`config.mk`:
```
export PLATFORM = sky130hd
export DESIGN_NAME = qpsk_burst_scheduler_flat
export DESIGN_NICKNAME = d
export VERILOG_FILES = /design/src/rtl/qpsk_pkg.sv /design/src/rtl/qpsk_burst_scheduler_if.sv /design/src/rtl/qpsk_burst_scheduler_rr_arbiter2.sv /design/src/rtl/qpsk_burst_scheduler.sv /design/src/flat_wrapper.sv
export SDC_FILE = /design/constraint.sdc
export NUM_CORES = 1
export LEC_CHECK = 0
export CAP_MARGIN = 5
export CORE_ASPECT_RATIO = 1.4
export CORE_MARGIN = 2
export CORE_UTILIZATION = 48
export DETAILED_ROUTE_END_ITERATION = 8
export GPL_ROUTABILITY_DRIVEN = 0
export HOLD_SLACK_MARGIN = 0.08
export PLACE_DENSITY_LB_ADDON = 0.05
export SYNTH_ARGS = -nofsm -noshare
export SYNTH_HDL_FRONTEND = slang
export SYNTH_SLANG_ARGS = --single-unit
```
`constraint.sdc`:
```
create_clock -name clk -period 6.9 [get_ports clk]
set_clock_uncertainty 0.2 [all_clocks]
set_input_delay 1.38 -clock clk [delete_from_list [all_inputs] [get_ports clk]]
set_output_delay 1.38 -clock clk [all_outputs]
set_load 0.05 [all_outputs]
```
`src/rtl/qpsk_pkg.sv`:
```
// Shared types and constants for the QPSK transmit path.
package qpsk_pkg;

  localparam int unsigned DATA_W  = 32;
  localparam int unsigned CNT_W   = 16;
  localparam int unsigned GUARD_W = 8;
  localparam int unsigned AMP_W   = 16;

  // One-hot burst framing states.
  typedef enum logic [4:0] {
    ST_IDLE     = 5'b00001,
    ST_PREAMBLE = 5'b00010,
    ST_SYNC     = 5'b00100,
    ST_PAYLOAD  = 5'b01000,
    ST_GUARD    = 5'b10000
  } state_t;

  // Preamble 0x33 bytes map to an alternating symbol pattern.
  localparam logic [DATA_W-1:0] PREAMBLE_PATTERN_DEF = 32'h3333_3333;
  localparam logic [DATA_W-1:0] SYNC_WORD_DEF        = 32'h1ACF_FC1D;

  // Symbol amplitudes used by the bit-to-QPSK converter.
  localparam logic signed [AMP_W-1:0] AMP_ONE  = 16'sd23170;
  localparam logic signed [AMP_W-1:0] AMP_ZERO = -16'sd23170;

endpackage

```
`src/rtl/qpsk_burst_scheduler_if.sv`:
```
// Stream bundle around the scheduler: two payload sources in, one stream out.
interface qpsk_burst_scheduler_if;
  import qpsk_pkg::*;

  logic [DATA_W-1:0] s0_tdata;
  logic              s0_tvalid;
  logic              s0_tready;
  logic [DATA_W-1:0] s1_tdata;
  logic              s1_tvalid;
  logic              s1_tready;
  logic [DATA_W-1:0] m_tdata;
  logic              m_tvalid;
  logic              m_tready;

  // Scheduler side.
  modport master (
    input  s0_tdata, s0_tvalid, s1_tdata, s1_tvalid, m_tready,
    output s0_tready, s1_tready, m_tdata, m_tvalid
  );

  // Sources and converter side.
  modport slave (
    output s0_tdata, s0_tvalid, s1_tdata, s1_tvalid, m_tready,
    input  s0_tready, s1_tready, m_tdata, m_tvalid
  );
endinterface

```
`src/rtl/qpsk_burst_scheduler_rr_arbiter2.sv`:
```
// Two-request round-robin arbiter; grant is latched per burst.
module rr_arbiter2 (
  input  logic       clk,
  input  logic       reset,
  input  logic [1:0] req,
  input  logic       lock,
  input  logic       done,
  output logic       grant
);

  logic ptr_q;
  logic pick_c;

  // Pointer names the favoured source when both request.
  always_comb begin
    pick_c = grant;
    if (req == 2'b11) begin
      pick_c = ptr_q;
    end else if (req[1]) begin
      pick_c = 1'b1;
    end else if (req[0]) begin
      pick_c = 1'b0;
    end
  end

  // Grant loads at burst start; pointer moves off the winner at burst end.
  always_ff @(posedge clk or posedge reset) begin
    if (reset) begin
      grant <= 1'b0;
      ptr_q <= 1'b0;
    end else begin
      if (lock) grant <= pick_c;
      if (done) ptr_q <= ~grant;
    end
  end

endmodule

```
`src/rtl/qpsk_burst_scheduler.sv`:
```
// Burst framer and two-source arbiter feeding the QPSK symbol converter.
module qpsk_burst_scheduler
  import qpsk_pkg::*;
#(
  parameter int unsigned       PREAMBLE_WORDS   = 4,
  parameter logic [DATA_W-1:0] PREAMBLE_PATTERN = PREAMBLE_PATTERN_DEF,
  parameter logic [DATA_W-1:0] SYNC_WORD        = SYNC_WORD_DEF,
  parameter int unsigned       BURST_WORDS      = 16,
  parameter int unsigned       GUARD_CYCLES     = 8
) (
  input  logic                    clk,
  input  logic                    reset,
  qpsk_burst_scheduler_if.master  bus,
  output logic                    burst_active,
  output logic                    burst_src,
  output logic [CNT_W-1:0]        burst_count
);

  state_t              state_q, state_d;
  logic [CNT_W-1:0]    beat_q, beat_d;
  logic [GUARD_W-1:0]  guard_q, guard_d;
  logic [CNT_W-1:0]    count_q, count_d;
  logic                grant;
  logic                lock;
  logic                done;
  logic                m_valid;
  logic [DATA_W-1:0]   m_data;
  logic                s0_rdy;
  logic                s1_rdy;

  rr_arbiter2 u_arb (
    .clk   (clk),
    .reset (reset),
    .req   ({bus.s1_tvalid, bus.s0_tvalid}),
    .lock  (lock),
    .done  (done),
    .grant (grant)
  );

  // State and counter registers.
  always_ff @(posedge clk or posedge reset) begin
    if (reset) begin
      state_q <= ST_IDLE;
      beat_q  <= '0;
      guard_q <= '0;
      count_q <= '0;
    end else begin
      state_q <= state_d;
      beat_q  <= beat_d;
      guard_q <= guard_d;
      count_q <= count_d;
    end
  end

  // Next state, counters and stream muxing.
  always_comb begin
    state_d = state_q;
    beat_d  = beat_q;
    guard_d = guard_q;
    count_d = count_q;
    lock    = 1'b0;
    done    = 1'b0;
    m_valid = 1'b0;
    m_data  = '0;
    s0_rdy  = 1'b0;
    s1_rdy  = 1'b0;
    case (state_q)
      ST_IDLE: begin
        if (bus.s0_tvalid || bus.s1_tvalid) begin
          lock    = 1'b1;
          state_d = ST_PREAMBLE;
          beat_d  = '0;
          guard_d = '0;
        end
      end
      ST_PREAMBLE: begin
        m_valid = 1'b1;
        m_data  = PREAMBLE_PATTERN;
        if (bus.m_tready) begin
          if (beat_q == CNT_W'(PREAMBLE_WORDS - 1)) begin
            state_d = ST_SYNC;
            beat_d  = '0;
          end else begin
            beat_d = beat_q + CNT_W'(1);
          end
        end
      end
      ST_SYNC: begin
        m_valid = 1'b1;
        m_data  = SYNC_WORD;
        if (bus.m_tready) begin
          state_d = ST_PAYLOAD;
          beat_d  = '0;
        end
      end
      ST_PAYLOAD: begin
        m_valid = grant ? bus.s1_tvalid : bus.s0_tvalid;
        m_data  = grant ? bus.s1_tdata : bus.s0_tdata;
        s0_rdy  = !grant && bus.m_tready;
        s1_rdy  = grant && bus.m_tready;
        if (m_valid && bus.m_tready) begin
          if (beat_q == CNT_W'(BURST_WORDS - 1)) begin
            done    = 1'b1;
            count_d = count_q + CNT_W'(1);
            beat_d  = '0;
            guard_d = '0;
            state_d = (GUARD_CYCLES == 0) ? ST_IDLE : ST_GUARD;
          end else begin
            beat_d = beat_q + CNT_W'(1);
          end
        end
      end
      ST_GUARD: begin
        if (guard_q == GUARD_W'(GUARD_CYCLES - 1)) begin
          state_d = ST_IDLE;
          guard_d = '0;
        end else begin
          guard_d = guard_q + GUARD_W'(1);
        end
      end
      default: state_d = ST_IDLE;
    endcase
  end

  assign bus.m_tvalid  = m_valid;
  assign bus.m_tdata   = m_data;
  assign bus.s0_tready = s0_rdy;
  assign bus.s1_tready = s1_rdy;
  assign burst_active  = (state_q != ST_IDLE);
  assign burst_src     = grant;
  assign burst_count   = count_q;

endmodule

```
`src/flat_wrapper.sv`:
```
// flat-port wrapper written by rule: the top's interface ports become plain ports
module qpsk_burst_scheduler_flat import qpsk_pkg::*;
#(
  parameter int unsigned       PREAMBLE_WORDS   = 4,
  parameter logic [DATA_W-1:0] PREAMBLE_PATTERN = PREAMBLE_PATTERN_DEF,
  parameter logic [DATA_W-1:0] SYNC_WORD        = SYNC_WORD_DEF,
  parameter int unsigned       BURST_WORDS      = 16,
  parameter int unsigned       GUARD_CYCLES     = 8
)
  (clk, reset, burst_active, burst_src, burst_count, bus_s0_tdata, bus_s0_tvalid, bus_s1_tdata, bus_s1_tvalid, bus_m_tready, bus_s0_tready, bus_s1_tready, bus_m_tdata, bus_m_tvalid);
  qpsk_burst_scheduler_if bus_i ();
  input  logic clk;
  input  logic reset;
  output logic burst_active;
  output logic burst_src;
  output logic [CNT_W-1:0] burst_count;
  input wire logic [$bits(bus_i.s0_tdata)-1:0] bus_s0_tdata;
  input wire logic [$bits(bus_i.s0_tvalid)-1:0] bus_s0_tvalid;
  input wire logic [$bits(bus_i.s1_tdata)-1:0] bus_s1_tdata;
  input wire logic [$bits(bus_i.s1_tvalid)-1:0] bus_s1_tvalid;
  input wire logic [$bits(bus_i.m_tready)-1:0] bus_m_tready;
  output wire logic [$bits(bus_i.s0_tready)-1:0] bus_s0_tready;
  output wire logic [$bits(bus_i.s1_tready)-1:0] bus_s1_tready;
  output wire logic [$bits(bus_i.m_tdata)-1:0] bus_m_tdata;
  output wire logic [$bits(bus_i.m_tvalid)-1:0] bus_m_tvalid;
  assign bus_i.s0_tdata = bus_s0_tdata;
  assign bus_i.s0_tvalid = bus_s0_tvalid;
  assign bus_i.s1_tdata = bus_s1_tdata;
  assign bus_i.s1_tvalid = bus_s1_tvalid;
  assign bus_i.m_tready = bus_m_tready;
  assign bus_s0_tready = bus_i.s0_tready;
  assign bus_s1_tready = bus_i.s1_tready;
  assign bus_m_tdata = bus_i.m_tdata;
  assign bus_m_tvalid = bus_i.m_tvalid;
  qpsk_burst_scheduler #(.PREAMBLE_WORDS(PREAMBLE_WORDS), .PREAMBLE_PATTERN(PREAMBLE_PATTERN), .SYNC_WORD(SYNC_WORD), .BURST_WORDS(BURST_WORDS), .GUARD_CYCLES(GUARD_CYCLES)) u_core (.clk(clk), .reset(reset), .bus(bus_i), .burst_active(burst_active), .burst_src(burst_src), .burst_count(burst_count));
endmodule
```
# Word level (Yosys, flattened, before mapping)
# Cells that the tools add are included.
[word_totals] word_cells=75 reg_bits=47
[op_classes] n_reduce_logical=14 add_sub_neg=3 eq_ne=17 muxes=34 bitwise=1
[op_table] operator="16-bit 2-to-1 mux" count=6
[op_table] operator="32-bit one-hot mux with 3 select lines" count=1
[op_table] operator="16-bit one-hot mux with 4 select lines" count=1
[op_table] operator="5-bit 2-to-1 mux" count=7
[op_table] operator="16-bit by 1-bit adder with 16-bit output, second input constant" count=2
[op_table] operator="32-bit 2-to-1 mux" count=1
[op_table] operator="8-bit 2-to-1 mux" count=4
[op_table] operator="5-bit one-hot mux with 5 select lines" count=1
[op_table] operator="8-bit one-hot mux with 3 select lines" count=1
[op_table] operator="16-bit by 2-bit == test with 1-bit output, second input constant" count=1
[op_table] operator="16-bit by 4-bit == test with 1-bit output, second input constant" count=1
[op_table] operator="1-bit 2-to-1 mux" count=11
[op_table] operator="2-bit by 1-bit != test with 1-bit output, second input constant" count=5
[op_table] operator="8-bit by 1-bit adder with 8-bit output, second input constant" count=1
[op_table] operator="8-bit by 3-bit == test with 1-bit output, second input constant" count=1
[op_table] operator="7-bit AND reduction" count=1
[op_table] operator="3-bit nonzero test" count=2
[op_table] operator="5-bit by 1-bit == test with 1-bit output, second input constant" count=1
[op_table] operator="5-bit by 2-bit == test with 1-bit output, second input constant" count=1
[op_table] operator="5-bit by 3-bit == test with 1-bit output, second input constant" count=1
[op_table] operator="5-bit by 4-bit == test with 1-bit output, second input constant" count=1
[op_table] operator="5-bit == test, second input constant" count=1
[op_table] operator="5-bit by 1-bit != test with 1-bit output, second input constant" count=1
[op_table] operator="5-bit AND reduction" count=1
[op_table] operator="other kinds (12)" count=15

# Depth between registers and ports, before layout
# Gate-level depths: netlist of the first run.
[logic_depth] word_depth=4 mapped_depth=8 ltp_nobuf=6

# By module
# From an unflattened synthesis of the first run, not the netlist that was laid out.
[hier_totals] hier_cells=340 hier_area_um2=3123.0
[by_module_without_submodules] mod="qpsk_burst_scheduler" instances=1 cells_per_inst=332 seq_area_each_um2=1127.3 area_each_um2=3040.4
[by_module_without_submodules] mod="rr_arbiter2" instances=1 cells_per_inst=8 seq_area_each_um2=50.0 area_each_um2=82.6

# Least setup slack after synthesis of the first run
# No wires, ideal clock.
[synth_path] path_type="reg-to-output" from="register u_core.u_arb.grant" to="output bus_m_tdata[0]" slack_ps=2680 n_path_buf=2 path_stages_with_launch=5 arrival_time_ps=2640 path_cell_list="dfrtp_1 > buf_2 > buf_1 > mux2i_1 > o21ai_0"
[synth_via] elab_chain_cells=2
[synth_rtl] element="from (decl)" line_no="qpsk_burst_scheduler_rr_arbiter2.sv:8" rtl="output logic grant"
[synth_rtl] element="from (signal assigned)" line_no="qpsk_burst_scheduler_rr_arbiter2.sv:32" rtl="if (lock) grant <= pick_c;"
[synth_rtl] element="32-bit 2-to-1 mux" line_no="qpsk_burst_scheduler.sv:98" rtl="m_data = grant ? bus.s1_tdata : bus.s0_tdata;"
[synth_rtl] element="32-bit one-hot mux with 3 select lines" line_no="qpsk_burst_scheduler.sv:67" rtl="case (state_q)"
[synth_rtl] element="to (decl)" line_no="flat_wrapper.sv:24" rtl="output wire logic [$bits(bus_i.m_tdata)-1:0] bus_m_tdata;"
# No other way between the ends.

# Worst setup path in the final report of the first run
[layout_path] from="register u_core.state_q[2]" to="output bus_m_tdata[2]"
[layout_via] elab_chain_cells=2 elab_cells_between_ends=4
[layout_rtl] element="from (decl)" line_no="qpsk_burst_scheduler.sv:19" rtl="state_t state_q, state_d;"
[layout_rtl] element="from (signal assigned)" line_no="qpsk_burst_scheduler.sv:48" rtl="state_q <= state_d;"
[layout_rtl] element="5-bit by 4-bit == test with 1-bit output, or another cell as far along" line_no="qpsk_burst_scheduler.sv:67"
[layout_rtl] element="32-bit one-hot mux with 3 select lines *" line_no="qpsk_burst_scheduler.sv:67"
# Mark *: on every way between the ends. The rest lies on a longest branch, timed or not.

==> results of run 1 <==
==> logic make-up after synthesis <==
group | Yosys count
AND/OR/NAND/NOR | 126
AO/OA/AOI/OAI | 89
flip-flops | 47
multiplexers | 35
buffers and inverters | 31
XOR/XNOR | 17
adder cells (fa/ha/maj) | 3
==> stage by stage <==
stage / power, uW / util / setup WS [ns] / hold slack [ns] / cell area (um2)
after global placement: 1230 / 0.700 / 2.16 / 0.273 / 4350
after floorplan: 965 / - / 2.68 / 0.271 / 3100
after global routing: 1490 / 0.715 / 1.78 / 0.306 / 4440
after CTS: 1420 / 0.715 / 2.12 / 0.293 / 4440
final: 1420 / 0.715 / 2.13 / 0.291 / 4440
after detailed placement: 1250 / 0.700 / 2.16 / 0.282 / 4350
==> how the worst max path moves through the flow <==
stage,to,slack (ns),cells past startpoint
floorplan,bus_m_tdata[0],2.68,4
global placement,bus_m_tvalid,2.16,4
detailed placement,bus_m_tvalid,2.16,4
CTS,bus_m_tdata[2],2.12,4
global route,bus_m_tdata[2],1.78,4
finish,bus_m_tdata[2],2.13,4
==> sequential cells by signal, summed over array words and instances (netlist names) <==
signal	flops
u_core.burst_count	16
u_core.u_arb.ptr_q	1
u_core.guard_q	8
u_core.beat_q	16
u_core.u_arb.grant	1
u_core.state_q	5
==> synthesized netlist by cell type, types with 2 or more instances <==
master	count
a211oi_1	6
a21oi_1	9
a22o_1	2
and3_1	10
buf_1	4
clkbuf_1	13
dfrtp_1	46
ha_1	3
inv_1	13
mux2i_1	34
nand2_1	26
nand2b_1	5
nand3_1	18
nand4_1	8
nand4b_1	2
nor2_1	17
nor3_1	9
nor4_1	5
nor4_4	2
o211ai_1	2
o21ai_0	43
o22ai_1	9
o31ai_1	10
o41ai_1	3
or2_2	4
or3_1	2
or4_1	9
or4_4	2
xnor2_1	13
xor2_1	4
==> final cells by class <==
class                   instances  area, um2  share of cell area
multi-input cells             270       1800               0.406
repair buffers                123       1230               0.276
flip-flops and latches         47       1180               0.265
well taps                      72       90.1              0.0203
clock buffers                   7       86.3              0.0194
inverters                      13       48.8              0.0110
clock inverters                 1       8.76             0.00197
==> where the power goes <==
group	internal, uW	switching (uW)	leakage (uW)
logic	303	574	0.00112
registers	296	70.3	0.000644
clock network	82.2	91.0	0.0000484
total	681	735	0.00181
==> routing by layer <==
metal,global-route usage,vias to the layer above
met5,0,-
met3,0.0450,11
met1,0.324,1493
met2,0.452,110
met4,0.0740,0
li1,-,1525
==> reports/metrics.cfg, run 1 <==
[sta]
fin_setup_tns_ns = 0
slew_headroom = 0.266
slew_violations = 0
max_freq_mhz = 210
fin_crit_sh = 0.692
finalSetupViolCount = 0
rsz0062_at_grt = no
hold_violations = 0
tightest_slew_ns = 1.10
layout_min_cycle_time_ns = 4.77

[clock_tree]
numCtsBuffers = 5
cts_tree = built
clock_latency_ns = 0.30
cts-root-buf = clkbuf_8
ctsHoldBuffers = 0
clkSinkCount = 47
clock_path_buffers = 2
postCtsSetupRepairBufs = 0
clk_pin_slew_ns = 0.08
htreeDepth = 2
cts_resized = 0

[route]
wl_per_cell_um = 16.5
drc = 0
dr.pass1.iters = 4
wl_met2_um = 4660
wl_um = 8810
via_count = 3139
wl_met3_um = 482
ant_nets = 0
viasPerCell = 5.89
route.top_layer_used = met4
wl_met1_um = 3530
drtIter0Drc = 186

[logic_synthesis]
synth_top_area_frac = 0.372
synthesis.area_um2 = 3100
synth-xor-area-share = 0.0481
syn_avg_cell_area_um2 = 8.90
yosysTopAreaCell = dfrtp_1
synth_top_family_by_area = simple AND/OR/NAND/NOR gates
syn_inst = 348
syn-num-nets = 420
ys_ff_latch = 47
synthTopCellsByArea = dfrtp_1, mux2i_1, o21ai_0
synth-edff-count = 0
synth-adder-area-share = 0.0121
synth_compound_area_frac = 0.176
ys.flop_type = dfrtp_1
async_flop_share = 1.00
ys_types = 45
yosysSeqAreaShare = 0.380
synth-simple-area-share = 0.232
muxShareOfSynthArea = 0.114
ys_warn_count = 0

[power]
leakagePower_uw = 0.00181
pwr_density_cell_nw_per_um2 = 319
ir_drop_mv = 0.202

[place]
dp_hpwl_um = 6680
port-buffer-count = 121
dp.cells = 525

[global_route]
grt_max_degree = 48
grt_first_pass_wirelength_um = 15100
antenna_found_initial = 0
grt_use_total = 0.259
grt_overflow_total = 0
grt_pass1_vias = 3180

[setup_path]
worst_setup_path_start_kind = flop
cp_top_family = simple AND/OR/NAND/NOR gates
cp_max_fo = 38
r2r_cells = 5
r2r-end = u_core.beat_q[2]
cp_slowest_cell = clkdlybuf4s50_1
crit_path_start = u_core.state_q[2]
crit_buf_inv = 1
worstSetupEndpointType = output pin
cp_cell_sequence = nor3_1 > nand2_1 > o21ai_0 > clkdlybuf4s50_1
cp.required_ns = 5.32
slowest_delay_ns = 0.89
crit_type = reg2out
worstReg2RegStart = u_core.state_q[2]
critical_path_arrival_ns = 3.19
ff2ff_setup_slack_ns = 3.32

[floorplanning]
die_area_um2 = 7120
die_x_um = 71.9
rows = 34
core_area_um2 = 6210
ios = 122
start_util = 0.499
die-height_um = 99.0

[layout]
area_growth_syn_to_layout_pct = 43.4
layout_commonest_cell = clkdlybuf4s50_1
drive_above_1_share = 0.0521
fin_nets = 532
fillers = 504
fin_cells = 533
layout_common_cells = clkdlybuf4s50_1, dfrtp_1, o21ai_0
diodes = 0

[run_status]
status = completed

[worst_hold_path]
hp-start = u_core.burst_count[15]
hold_end = u_core.burst_count[15]
min_path_cells = 1
hp-class = reg2reg

[job]
maxCapViolations = 0

(Power assumes the default switching activity.)
==> run 2: changes to the inputs <==
CORE_UTILIZATION = 44   (was 48)
clock period = 4.9 ns   (was 6.9 ns; I/O delays follow)
==> run 2 against run 1 <==
  * Die area up 8.6%
  * Hold slack worse by 0.015 ns
  * Sequential share of layout area fell by 0.38 points
  * Clock power is 71% higher
  * Utilization decreased by 6.1 points
  * Wire length grew 3.5%
  * Worst setup slack worse by 1.3 ns
  * First-iteration DRC count shrank 22%
  * Cell count is 4.7% higher
  * Register-to-register slack worse by 1.5 ns
  * Sequential power grew 35%
  * Flip-flop and latch count unchanged
==> reports/metrics.cfg, run 2 (synthesis results as in run 1) <==
[setup_path]
crit_path_start = u_core.state_q[2]
worstSetupEndpointType = output pin
cp_top_family = buffers and inverters
cp_cell_sequence = nor3_1 > nand2_1 > buf_4 > o21ai_0 > clkdlybuf4s50_1
cp_max_fo = 28
cp.required_ns = 3.72
cp_slowest_cell = clkdlybuf4s50_1
worstReg2RegStart = u_core.u_arb.grant
critical_path_arrival_ns = 2.91
worst_setup_path_start_kind = flop
crit_type = reg2out
crit_buf_inv = 2
slowest_delay_ns = 0.86

[clock_tree]
numCtsBuffers = 5
cts_resized = 0
clkSinkCount = 47
htreeDepth = 2
ctsHoldBuffers = 0
cts-root-buf = clkbuf_8
clk_pin_slew_ns = 0.09
clock_latency_ns = 0.31
cts_tree = built
clock_path_buffers = 2
postCtsSetupRepairBufs = 0

[sta]
max_freq_mhz = 244
finalSetupViolCount = 0
slew_violations = 0
hold_violations = 0
tightest_slew_ns = 0.890
fin_setup_tns_ns = 0
fin_crit_sh = 0.835
layout_min_cycle_time_ns = 4.09
layout_setup_ws_ns = 0.809
rsz0062_at_grt = no
slew_headroom = 0.407

[power]
pwr_density_cell_nw_per_um2 = 453
ir_drop_mv = 0.319
leakagePower_uw = 0.00183

[place]
port-buffer-count = 121
dp_hpwl_um = 7090
dp.cells = 550
dpl_worst_slack_ns = 0.976

[global_route]
grt_max_degree = 48
grt_first_pass_wirelength_um = 14900
grt_pass1_vias = 3018
antenna_found_initial = 0
grt_overflow_total = 0
grt_use_total = 0.247

[floorplanning]
die-height_um = 103
ios = 122
core_area_um2 = 6890
die_x_um = 74.9
rows = 36
die_area_um2 = 7730
start_util = 0.449

[layout]
area_growth_syn_to_layout_pct = 45.5
layout_common_cells = clkdlybuf4s50_1, dfrtp_1, o21ai_0
diodes = 0
fillers = 600
drive_above_1_share = 0.0583
fin_cells = 558
layout_commonest_cell = clkdlybuf4s50_1
fin_nets = 534

[route]
drtIter0Drc = 146
dr.pass1.iters = 4
drc = 0
via_count = 3158
viasPerCell = 5.66
wl_per_cell_um = 16.4
wl_um = 9120
ant_nets = 0

[worst_hold_path]
hp-class = reg2reg
hp-start = u_core.burst_count[15]

[run_status]
status = completed

[job]
maxCapViolations = 0

run 2: cell types whose count changed in the layout (fill, tap and decap cells not counted):
cell / previous run / this run
buf_4: 2 / 4
bufinv_16: 0 / 1
clkbuf_1: 1 / 0
clkbuf_8: 6 / 5
clkinv_4: 1 / 0
clkinvlp_4: 0 / 1
inv_6: 0 / 1
run 2: per-layer routing:
metal  wire (um)  vias up  global-route usage
li1            -     1524                   -
met1        3630     1524               0.294
met2        4890       97               0.443
met3         461       13              0.0494
met4         144        0              0.0673
met5           0        -                   0
run 2: where the power goes:
group	total (uW)	internal (uW)	switching, uW
clock network	295	154	141
registers	495	417	77.4
logic	1250	428	821
total	2040	1000	1040
run 2: through the flow:
stage                     total power, uW   util  area, um2  hold WS [ns]
after floorplan                      1360      -       3100         0.271
after global placement               1750  0.637       4390         0.262
after detailed placement             1760  0.637       4390         0.269
after CTS                            2050  0.654       4500         0.287
after global routing                 2150  0.654       4500         0.304
final                                2040  0.654       4500         0.276
run 2: path summary, 6_finish.rpt:
| path | end | slack, ns | cells past startpoint |
|---|---|---|---|
| min | u_core.burst_count[15] | 0.28 | 1 |
| max reg2reg | u_core.beat_q[8] | 1.86 | 4 |
| min in group asynchronous | u_core.beat_q[13] | 0.92 | 3 |
| max | bus_m_tdata[19] | 0.81 | 5 |
| max in group asynchronous | u_core.u_arb.grant | 3.15 | 3 |
| min reg2reg | u_core.burst_count[15] | 0.28 | 1 |
run 2: worst register-to-register path: cells and delay by family (launching register included):
kind	cells	cell delay (ns)
mux	1	0.30
simple gates	1	0.80
flops	1	0.86
compound gates	2	0.74
run 2: area by class of cell:
class	count	area, um2	share of cell area
multi-input cells	270	1800	0.400
repair buffers	125	1240	0.276
flip-flops and latches	47	1180	0.262
well taps	95	119	0.0264
clock buffers	5	68.8	0.0153
inverters	13	48.8	0.0108
clock inverters	3	46.3	0.0103
